$ cat src/rtl/fifo_pkg.sv
// Shared FIFO constants and helpers, common to the single- and dual-clock FIFOs.
package fifo_pkg;

    localparam int unsigned FIFO_DWIDTH      = 32;
    localparam int unsigned FIFO_DEPTH       = 16;
    localparam int unsigned FIFO_AMOST_FULL  = 4;
    localparam int unsigned FIFO_AMOST_EMPTY = 4;

    // Occupancy counter width: must represent 0..depth inclusive.
    function automatic int unsigned cnt_width(input int unsigned depth);
        return $clog2(depth) + 1;
    endfunction

endpackage

$ cat src/rtl/fifo_ram.sv
// DWIDTH x DEPTH register array, one write port, registered or combinational read.
module fifo_ram
    import fifo_pkg::*;
#(
    parameter int unsigned DWIDTH = FIFO_DWIDTH,
    parameter int unsigned DEPTH  = FIFO_DEPTH,
    parameter bit          REG_RD = 1'b1
) (
    input  logic                     clk,
    input  logic                     rst,
    input  logic                     we,
    input  logic [$clog2(DEPTH)-1:0] waddr,
    input  logic [DWIDTH-1:0]        wdata,
    input  logic                     re,
    input  logic [$clog2(DEPTH)-1:0] raddr,
    output logic [DWIDTH-1:0]        rdata
);

    logic [DWIDTH-1:0] mem_q [DEPTH];

    // Write port; contents are never reset.
    always_ff @(posedge clk) begin
        if (we) begin
            mem_q[waddr] <= wdata;
        end
    end

    generate
        if (REG_RD) begin : g_reg_rd
            logic [DWIDTH-1:0] rdata_q;

            // Output register loads on an accepted read and holds otherwise.
            always_ff @(posedge clk) begin
                if (rst) begin
                    rdata_q <= '0;
                end else if (re) begin
                    rdata_q <= mem_q[raddr];
                end
            end

            assign rdata = rdata_q;
        end else begin : g_comb_rd
            // Read strobe and reset have no role on a combinational read port.
            logic unused_rd;
            assign unused_rd = &{1'b0, rst, re};
            assign rdata     = mem_q[raddr];
        end
    endgenerate

endmodule

$ cat src/rtl/sync_fifo.sv
// Single-clock FIFO with occupancy count, almost thresholds, flush and sticky errors.
// Build option: define SYNC_FIFO_FWFT_EN for first-word-fall-through output.
module sync_fifo
    import fifo_pkg::*;
#(
    parameter int unsigned DWIDTH      = FIFO_DWIDTH,
    parameter int unsigned DEPTH       = FIFO_DEPTH,
    parameter int unsigned AMOST_FULL  = FIFO_AMOST_FULL,
    parameter int unsigned AMOST_EMPTY = FIFO_AMOST_EMPTY
) (
    input  logic                           clk,
    input  logic                           rst,
    input  logic                           flush,
    input  logic                           write,
    input  logic [DWIDTH-1:0]              din,
    input  logic                           read,
    output logic [DWIDTH-1:0]              dout,
    output logic                           full,
    output logic                           empty,
    output logic                           almost_full,
    output logic                           almost_empty,
    output logic [cnt_width(DEPTH)-1:0]    count,
    output logic                           overflow,
    output logic                           underflow
);

    localparam int unsigned AW = $clog2(DEPTH);
    localparam int unsigned CW = cnt_width(DEPTH);

    localparam logic [CW-1:0] CNT_FULL = CW'(DEPTH);
    localparam logic [CW-1:0] AF_LVL   = CW'(DEPTH - AMOST_FULL);
    localparam logic [CW-1:0] AE_LVL   = CW'(AMOST_EMPTY);

`ifdef SYNC_FIFO_FWFT_EN
    localparam bit REG_RD = 1'b0;
`else
    localparam bit REG_RD = 1'b1;
`endif

    logic [AW-1:0] wr_ptr_q, wr_ptr_d;
    logic [AW-1:0] rd_ptr_q, rd_ptr_d;
    logic [CW-1:0] count_q,  count_d;
    logic          full_q,   full_d;
    logic          empty_q,  empty_d;
    logic          afull_q,  afull_d;
    logic          aempty_q, aempty_d;
    logic          ovf_q,    ovf_d;
    logic          udf_q,    udf_d;
    logic          wr_acc,   rd_acc;

    // Acceptance, pointer/count update and next flags from the next count.
    always_comb begin
        wr_ptr_d = wr_ptr_q;
        rd_ptr_d = rd_ptr_q;
        count_d  = count_q;
        ovf_d    = ovf_q;
        udf_d    = udf_q;
        wr_acc   = 1'b0;
        rd_acc   = 1'b0;

        if (flush) begin
            wr_ptr_d = '0;
            rd_ptr_d = '0;
            count_d  = '0;
        end else begin
            wr_acc = write & ~full_q;
            rd_acc = read & ~empty_q;

            if (wr_acc) begin
                wr_ptr_d = wr_ptr_q + AW'(1);
            end
            if (rd_acc) begin
                rd_ptr_d = rd_ptr_q + AW'(1);
            end

            case ({wr_acc, rd_acc})
                2'b10:   count_d = count_q + CW'(1);
                2'b01:   count_d = count_q - CW'(1);
                default: count_d = count_q;
            endcase

            if (write & full_q) begin
                ovf_d = 1'b1;
            end
            if (read & empty_q) begin
                udf_d = 1'b1;
            end
        end

        full_d   = (count_d == CNT_FULL);
        empty_d  = (count_d == '0);
        afull_d  = (count_d >= AF_LVL);
        aempty_d = (count_d <= AE_LVL);
    end

    // State registers; reset overrides flush and any request in flight.
    always_ff @(posedge clk) begin
        if (rst) begin
            wr_ptr_q <= '0;
            rd_ptr_q <= '0;
            count_q  <= '0;
            full_q   <= 1'b0;
            empty_q  <= 1'b1;
            afull_q  <= 1'b0;
            aempty_q <= 1'b1;
            ovf_q    <= 1'b0;
            udf_q    <= 1'b0;
        end else begin
            wr_ptr_q <= wr_ptr_d;
            rd_ptr_q <= rd_ptr_d;
            count_q  <= count_d;
            full_q   <= full_d;
            empty_q  <= empty_d;
            afull_q  <= afull_d;
            aempty_q <= aempty_d;
            ovf_q    <= ovf_d;
            udf_q    <= udf_d;
        end
    end

    fifo_ram #(
        .DWIDTH (DWIDTH),
        .DEPTH  (DEPTH),
        .REG_RD (REG_RD)
    ) u_ram (
        .clk   (clk),
        .rst   (rst),
        .we    (wr_acc & ~rst),
        .waddr (wr_ptr_q),
        .wdata (din),
        .re    (rd_acc),
        .raddr (rd_ptr_q),
        .rdata (dout)
    );

    assign full         = full_q;
    assign empty        = empty_q;
    assign almost_full  = afull_q;
    assign almost_empty = aempty_q;
    assign count        = count_q;
    assign overflow     = ovf_q;
    assign underflow    = udf_q;

endmodule

$ cat config.mk
export PLATFORM = sky130hd
export DESIGN_NAME = sync_fifo
export DESIGN_NICKNAME = d
export VERILOG_FILES = /design/src/rtl/fifo_pkg.sv /design/src/rtl/fifo_ram.sv /design/src/rtl/sync_fifo.sv
export SDC_FILE = /design/constraint.sdc
export NUM_CORES = 1
export LEC_CHECK = 0
export BUFFER_PORTS_ARGS = -buffer_cell sky130_fd_sc_hd__buf_4
export CELL_PAD_IN_SITES_DETAIL_PLACEMENT = 0
export CELL_PAD_IN_SITES_GLOBAL_PLACEMENT = 2
export CORE_MARGIN = 2
export CORE_UTILIZATION = 28
export CTS_CLUSTER_DIAMETER = 60
export DETAILED_ROUTE_END_ITERATION = 8
export PLACE_DENSITY = 0.5
export REMOVE_ABC_BUFFERS = 1
export SYNTH_ARGS = -nofsm -noshare
export SYNTH_HDL_FRONTEND = slang
export SYNTH_SLANG_ARGS = --single-unit
$ cat constraint.sdc
create_clock -name clk -period 5.6 [get_ports clk]
set_input_delay 1.12 -clock clk [delete_from_list [all_inputs] [get_ports clk]]
set_output_delay 1.12 -clock clk [all_outputs]
set_load 0.05 [all_outputs]
== Word level (Yosys, flattened, before mapping) ==
Memory sizes are Yosys's and may differ from the RTL's. A register that Yosys moved wholly into a read port is not among the register bits.
Index checks and enable logic that the tools add are counted.

* Output and inout port bits: 43
* Register bits after elaboration: 19
* Memories: 1
* Logic and storage cells: 38
* Bits in writable memories: 512

{| class="wikitable"
|+ Memory list
! name !! words !! bits a word !! rd ports !! clocked after Yosys merged registers in !! write ports !! RTL line !! source
|-
| u_ram.mem_q || 16 || 32 || 1 || 1 || 1 || fifo_ram.sv:19 || <nowiki>logic [DWIDTH-1:0] mem_q [DEPTH];</nowiki>
|}

* Reduce and logical (&&, ||, !) cells: 4
* Add/subtract/negate cells: 4
* Equal/unequal tests: 3
* Muxes and demuxes: 6
* Order comparisons: 2
* Bitwise gates (word level): 9

{| class="wikitable"
|+ Operator list
! kind !! count
|-
| 5-bit case mux with 2 select lines || 1
|-
| 4-bit by 1-bit adder with 4-bit output, second input constant || 2
|-
| 5-bit by 1-bit adder with 5-bit output, second input constant || 1
|-
| 1-bit bitwise AND || 5
|-
| 5-bit equality test, second input constant || 1
|-
| 5-bit by 4-bit greater-or-equal comparator with 1-bit output, second input constant || 1
|-
| 5-bit by 3-bit less-or-equal comparator with 1-bit output, second input constant || 1
|-
| 5-bit logical NOT || 1
|-
| 5-bit two-way mux || 1
|-
| 5-bit by 1-bit subtractor with 5-bit output, second input constant || 1
|-
| 1-bit two-way mux || 4
|-
| 1-bit inverter || 4
|-
| 2-bit AND reduction || 2
|-
| 2-bit by 1-bit equality test with 1-bit output, second input constant || 1
|-
| 2-bit equality test, second input constant || 1
|-
| 2-bit OR reduction || 1
|}

== Longest topological paths before layout ==
Gate-level depths: netlist of the first run.

* Word-level depth: 6
* Depth in mapped cells: 12
* Gate-level depth less buffers: 10

== Modules after synthesis ==
From an unflattened synthesis of the first run, not the netlist that was laid out.

* Cell total of the unflattened synthesis: 1318
* Area total of the unflattened synthesis: 21891.0 sq um

{| class="wikitable"
|+ Modules (own cells, without submodules)
! module !! times used !! area each (sq um) !! cells an instance !! sequential area each (sq um)
|-
| fifo_ram || 1 || 20948.8 || 1216 || 16015.4
|-
| sync_fifo || 1 || 942.2 || 102 || 380.4
|}

== Worst setup path after synthesis of the first run ==
Ideal clock, no wire load.

* Path type: input-to-reg
* Start point: in write
* End point: mem u_ram.mem_q[1][0] (netlist name) (enable)
* Buffers on the path: 1
* Arrival: 3.930 ns
* Library setup time: 0.461 ns
* Required time: 5.139 ns
* Stages on the path: 4
* Slack: 1.209 ns
* Cell sequence: nor2b_1 -> clkbuf_1 -> nand3_1 -> nor3_1

* Longest elaborated chain between the ends: 5

{| class="wikitable"
|+ RTL lines
! element !! RTL line !! source
|-
| from (decl) || sync_fifo.sv:14 || <nowiki>input logic write,</nowiki>
|-
| 1-bit bitwise AND || sync_fifo.sv:66 || <nowiki>wr_acc = write & ~full_q;</nowiki>
|-
| 1-bit two-way mux || sync_fifo.sv:61 || <nowiki>if (flush) begin</nowiki>
|-
| 1-bit bitwise AND || sync_fifo.sv:128 || <nowiki>.we (wr_acc & ~rst),</nowiki>
|-
| 1-bit two-way mux || fifo_ram.sv:23 || <nowiki>if (we) begin</nowiki>
|-
| 1-bit two-way mux (not written as such) || fifo_ram.sv:24 || <nowiki>mem_q[waddr] <= wdata;</nowiki>
|-
| to (decl) || fifo_ram.sv:19 ||
|}

Every way passes these cells.

== Final worst setup path of the first run ==
* Start point: in write
* End point: reg aempty_q (netlist: almost_empty)

* Longest elaborated chain between the ends: 5
* Elaborated cells between the ends (all ways): 6
* Those cells by class: order compare (1); eq/ne (2); mux (2); bitwise (1)

{| class="wikitable"
|+ RTL lines
! element !! RTL line !! source
|-
| 1-bit bitwise AND * || sync_fifo.sv:66 ||
|-
| 2-bit by 1-bit equality test with 1-bit output or 2-bit equality test (tied branches) || sync_fifo.sv:76 || <nowiki>case ({wr_acc, rd_acc})</nowiki>
|-
| 5-bit case mux with 2 select lines * || sync_fifo.sv:76 ||
|-
| 5-bit two-way mux * || sync_fifo.sv:61 ||
|-
| 5-bit by 3-bit less-or-equal comparator with 1-bit output * || sync_fifo.sv:93 || <nowiki>aempty_d = (count_d <= AE_LVL);</nowiki>
|-
| to (signal assigned) || sync_fifo.sv:115 || <nowiki>aempty_q <= aempty_d;</nowiki>
|-
| to (decl) || sync_fifo.sv:46 || <nowiki>logic aempty_q, aempty_d;</nowiki>
|}

Mark *: on every way between the ends. The rest lies on a longest branch, timed or not.
A chain may end at the register's enable or synchronous reset.

==> results of run 1 <==
[stage by stage]
step | utilization (%) | hold WS [ns] | total power [mW] | setup WS [ns] | instance area, sq um
final | 33.5 | 0.467 | 9.01 | 2.27 | 25300
after CTS | 33.5 | 0.473 | 9.15 | 2.25 | 25300
after global placement | 30.7 | 0.457 | 4.92 | 1.61 | 23200
after global routing | 33.5 | 0.503 | 9.32 | 2.03 | 25300
after floorplan | - | 0.492 | 4.79 | -0.964 | 21000
after detailed placement | 30.7 | 0.461 | 4.92 | 1.60 | 23200
[area by class of cell]
class                      count  area [sq um]
multi-input combinational    387          4740
inverter                       9          33.8
timing repair buffer         104           806
sequential                   563         16400
clock inverter                37           367
clock buffer                  85          1750
tap                          978          1220
fill                        7091         50400
[synth_stat cells (all sizes together), types with 8 or more instances]
| library cell | number | share of area [%] |
|---|---|---|
| ha | 8 | 0.47 |
| mux4 | 128 | 14 |
| clkbuf | 22 | 0.39 |
| mux2i | 67 | 3.1 |
| o21ai | 35 | 0.82 |
| dfxtp | 51 | 4.8 |
| nor2 | 61 | 1.1 |
| a21oi | 36 | 0.85 |
| buf | 33 | 0.90 |
| inv | 9 | 0.16 |
| edfxtp | 512 | 72 |
[routing by layer]
| metal | GRT usage (%) | wire length, microns |
|---|---|---|
| met4 | 4.43 | 1090 |
| met2 | 23.2 | 26500 |
| met5 | 0 | 0 |
| met1 | 17.8 | 22900 |
| met3 | 2.35 | 1860 |
[worst max-delay path, delay by kind of cell]
kind                       cells  cell delay, ns
AOI/OAI and AO/OA              3            0.74
and+or+nand+nor                1            0.60
xor gates and xnor gates       2            0.59
adders and majority gates      2            0.56
buffers and inverters          2            0.22
[worst paths after layout]
kind	from	endpoint	slack, ns
max	write	almost_empty$_SDFF_PP1_	2.27
min	u_ram.rdata[20]$_SDFFE_PP0P_	u_ram.rdata[20]$_SDFFE_PP0P_	0.47
max reg2reg	full$_SDFF_PP0_	almost_empty$_SDFF_PP1_	2.59
min reg2reg	u_ram.rdata[20]$_SDFFE_PP0P_	u_ram.rdata[20]$_SDFFE_PP0P_	0.47
[power groups by stage]
stage / Sequential (mW) / Combinational [mW] / Clock [mW]
floorplan: 4.72 / 0.0725 / 0
global placement: 4.69 / 0.222 / 0
detailed placement: 4.69 / 0.224 / 0
CTS: 4.61 / 0.224 / 4.32
global route: 4.61 / 0.237 / 4.48
finish: 4.61 / 0.214 / 4.19
[cells by family (layout without fill, tap and decap cells)]
logic type / Yosys count / in the layout
XOR/XNOR: 9 / 9
buffers and inverters: 64 / 235
flip-flops: 563 / 563
adder cells (fa/ha/maj): 8 / 8
AO/OA/AOI/OAI: 83 / 83
multiplexers: 195 / 195
AND/OR/NAND/NOR: 92 / 92
[flip-flops by register name (all words and copies together) (netlist names)]
register	count
almost_empty	1
almost_full	1
count	5
empty	1
full	1
overflow	1
rd_ptr_q	4
u_ram.mem_q	512
u_ram.rdata	32
underflow	1
wr_ptr_q	4
==> run metrics, run 1 <==
status finished, final reports clean; initial drt markers 662; TNS Setup 0 ns; Cell Area, Synth 21,300 sq um; Crit Path Class in -> reg; PortBufs 79; Post-CTS Setup Repair Bufs 0; Vias 9,909; Tmin final 3.33 ns; initial antenna violation count 0; WL final 52.4 mm; Critical Path AT 3.84 ns; RSZ-0062 raised after global routing no; post-synthesis mux area share 16.7%; final hold violations 0; worst min-delay path class reg -> reg; sequential fraction of the synthesis area 76.9%; first-pass GRT wire length 76.8 mm; clk sinks 563; Die Area 78,400 sq um; Worst R2R Path Depth 9; DP HPWL 31.1 mm; Combinational Power Share 2.4%; initial core utilization 28.2%; final net count 1,176; MaxCap Viol Count 0; Switch Pwr 1.88 mW; Compound-Gate Fraction of Synth Area 2.24%; Antenna Cells 0; Die Wd 280 microns; P_int 7.14 mW; most common cell after layout, fill and taps aside edfxtp_1; Final setup viols 0; Clk pwr share 46.5%; most frequent cells in the layout 512 x edfxtp_1, 128 x mux4_2, 102 x buf_4; Synth Area in XOR/XNOR 0.370%; maximum vdd drop 183 uV; Synthesis Warnings 0; Final GP Congestion 0.694; Vias/cell 4.58; #FFs+latches synth 563; CTS Hold Buffers Added 0; Critical Path RT 6.11 ns; final std cells w/o fill 2,163; dpl cells 2,041; switching share of total power 20.8%; H-tree levels 3; period utilization 59.4%; layout cells sized above 1 30.0%; syn_area_per_cell 21.0 sq um; post-CTS resize count 0; DR pass1 iterations 4; WHS Path Cells 2; CP Max Fanout 10; skew final 0.0278 ns; main combinational cell family by area after synthesis multiplexers; CTS tree built; die height 280 microns; sequential share of power 51.1%; WL per Instance 24.2 microns; CP startpoint kind input port; # IOs 80; vias in the first global route 10,800; Leak Pwr 7.75 nW; Worst path slowest cell nor2b_1; Adder-Cell Fraction of Synth Area 0.470%; core area 75,700 sq um; Clk Latency, worst-skew pair 0.60 ns; Cell Rows 101; Async SR Flop Fraction 0%; global route overflow 0; Max Clk Rate 301 MHz; CP Cell Sequence buf_4 -> nor2b_1 -> inv_1 -> ha_1 -> xor2_1 -> ha_1 -> a211oi_1 -> a2111oi_4 -> xnor2_1 -> o221a_1; Synth Flop Type edfxtp_1; max incr delay on CP 0.60 ns; largest net degree at the start of global routing 63; Synth cell types 38; Synth Area in Simple Gates 1.90%; Rel. slew slack 9.49%; P per Cell Area 356 nW/um^2; Reg clk slew, reported paths 0.05 ns; CTS root buf clkbuf_16; count of flip-flops with a built-in enable after synthesis 512; maximum root-to-sink buffer count 3; CP dominant cell by count ha_1; Post-Syn Instances 1,014; drc violations 0; area grow syn2layout 18.8%; CTS buffer count 66; GRT Resource Usage Total 13.7%; Crit. End Element flip-flop; Slew @ Worst Pin 1.35 ns; ANT nets after route 0; pins over their slew limit 0
(Power assumes the default switching activity.)
==> run 2: changes to the inputs <==
ABC_AREA = 1   (was not set)
PLACE_DENSITY = 0.58   (was 0.5)
clock period = 3 ns   (was 5.6 ns; I/O delays follow)
==> run 2 against run 1 <==
Sequential power is 88% higher. Sequential cell count did not move. Combinational power grew to 4.3 times the previous value. Clock-buffer cell count is 4 higher. Global-route usage up 0.98 points. Clock power grew 89%. Setup slack worse by 1.7 ns. Routed wire length increased by 18%. Total power increased by 94%. Via count up 45%. Non-clock buffer count grew 25. First-iteration DRC count grew 43%. Largest power group unchanged.
==> run metrics, run 2 <==
PortBufs 79; WL final 61.7 mm; CP startpoint kind flip-flop; initial core utilization 28.2%; Tmin final 2.44 ns; global route overflow 0; Reg with most FFs u_ram.mem_q; Antenna Cells 0; area grow syn2layout 18.8%; Reg clk slew, reported paths 0.05 ns; Post-synth top cells 512 x edfxtp_1, 311 x inv_1, 233 x nand3_1, 206 x nand2_1, 141 x a21oi_1; Crit Path Class reg -> reg; skew final 0.0241 ns; Rel. slew slack 24.1%; Worst R2R Path Depth 16; cell taking the most area after synthesis edfxtp_1; largest net degree at the start of global routing 85; top-count cell post-synth edfxtp_1; final hold violations 0; final net count 2,057; maximum vdd drop 328 uV; Leak Pwr 9.70 nW; Synth cell types 26; Cell Rows 105; Final GP Congestion 0.718; clk sinks 563; WL per Instance 19.7 microns; Async SR Flop Fraction 0%; core area 81,700 sq um; area share of the leading cell type in the synthesized netlist 66.8%; Area contributors post-synth edfxtp_1 67%, inv_1 5.1%, nand3_1 5.1%, dfxtp_1 4.4%, o211ai_1 4.2%; most common cell after layout, fill and taps aside edfxtp_1; Synth Flop Type edfxtp_1; Die Area 84,600 sq um; Die Wd 291 microns; CTS tree built; Cell Area, Synth 23,000 sq um; status finished, final reports clean; GRT Resource Usage Total 14.6%; #FFs+latches synth 563; final setup margin 0.563 ns; WHS Path Cells 2; Critical Path AT 2.96 ns; most frequent cells in the layout 512 x edfxtp_1, 310 x inv_1, 233 x nand3_1; sequential fraction of the synthesis area 71.2%; Placed Instance Area 25,200 sq um; Setup WS pre-CTS 0.189 ns; Max Clk Rate 410 MHz; worst min-delay path class in -> reg; initial drt markers 949; H-tree levels 3; layout cells sized above 1 12.4%; Critical Path RT 3.53 ns; pins over their slew limit 0; Final setup viols 0; P per Cell Area 639 nW/um^2; DR pass1 iterations 5; die height 291 microns; syn_area_per_cell 11.9 sq um; DP HPWL 34.1 mm; # IOs 80; first-pass GRT wire length 93.4 mm; MaxCap Viol Count 0; maximum root-to-sink buffer count 3; CTS root buf clkbuf_16; initial antenna violation count 0; period utilization 81.2%; CP Max Fanout 7; Vias/cell 4.58; drc violations 0; Synthesis Warnings 0; RSZ-0062 raised after global routing no; CTS Hold Buffers Added 0; fill cell instance count of the final layout 8,115; Clk Latency, worst-skew pair 0.60 ns; Slew @ Worst Pin 1.14 ns; design area 27,400 sq um; Vias 14,400; vias in the first global route 14,300; ANT nets after route 0; count of flip-flops with a built-in enable after synthesis 512; CTS buffer count 70; hold_ws 0.253 ns; Post-Syn Instances 1,929; Post-CTS Setup Repair Bufs 0; Crit. End Element flip-flop; post-CTS resize count 0; max FFs per register 512; Final Util 33.5%
==> run 2: worst paths after layout <==
path / startpoint / endpoint / slack, ns
max: full$_SDFF_PP0_ / empty$_SDFF_PP1_ / 0.56
min: rst / overflow$_SDFFE_PP0P_ / 0.25
max reg2reg: full$_SDFF_PP0_ / empty$_SDFF_PP1_ / 0.56
min reg2reg: overflow$_SDFFE_PP0P_ / overflow$_SDFFE_PP0P_ / 0.48
==> run 2: routing by layer <==
| metal | part of all wire (%) | up-vias | GRT usage (%) | wire length [microns] |
|---|---|---|---|---|
| met5 | 0 | - | 0 | 0 |
| met4 | 1.8 | 0 | 3.78 | 1110 |
| met3 | 3.5 | 81 | 2.58 | 2150 |
| met2 | 46 | 235 | 23.4 | 28600 |
| met1 | 48 | 7100 | 20.5 | 29900 |
| li1 | - | 6969 | - | - |
==> run 2: where the power goes <==
group          switching [mW]  internal, mW  total (mW)
clock network            3.30          4.61        7.91
registers              0.0514          8.61        8.66
logic                   0.636         0.279       0.915
==> run 2: stage by stage <==
stage                     cells  TNS [ns]  power (mW)
after detailed placement   3010         0        9.76
after CTS                  3138         0        17.8
after floorplan            1811   -396.85        9.40
after global routing       3138         0        18.2
after global placement     3010         0        9.76
final                      3138         0        17.5
==> run 2: final cells by class <==
type	count	area, sq um	area share (%)
sequential	563	16400	60.0
multi-input combinational	932	4970	18.2
clock buffer	89	1880	6.86
tap	1070	1340	4.89
timing repair buffer	129	1310	4.78
inverter	316	1190	4.34
clock inverter	39	267	0.974
==> run 2: logic make-up (layout without fill, tap and decap cells) <==
kind of cell	Yosys count	count (layout)	synth area share, %
flip-flops	563	563	71.2
AO/OA/AOI/OAI	439	439	11.3
adder cells (fa/ha/maj)	8	8	0.435
XOR/XNOR	1	1	0.0380
buffers and inverters	434	573	7.67
AND/OR/NAND/NOR	484	484	9.39
==> run 2: critical path: stages (launching register included) <==
cell	delay [ns]
dfxtp_1	0.33
nor2_1	0.26
inv_1	0.19
ha_1	0.34
nand2_1	0.09
inv_1	0.05
nor2_1	0.13
ha_1	0.25
nor2_1	0.10
nor2_1	0.04
o21ai_0	0.11
nand2_1	0.11
inv_1	0.08
nand2_1	0.05
a21oi_1	0.13
nand2_1	0.06
nand2_1	0.05
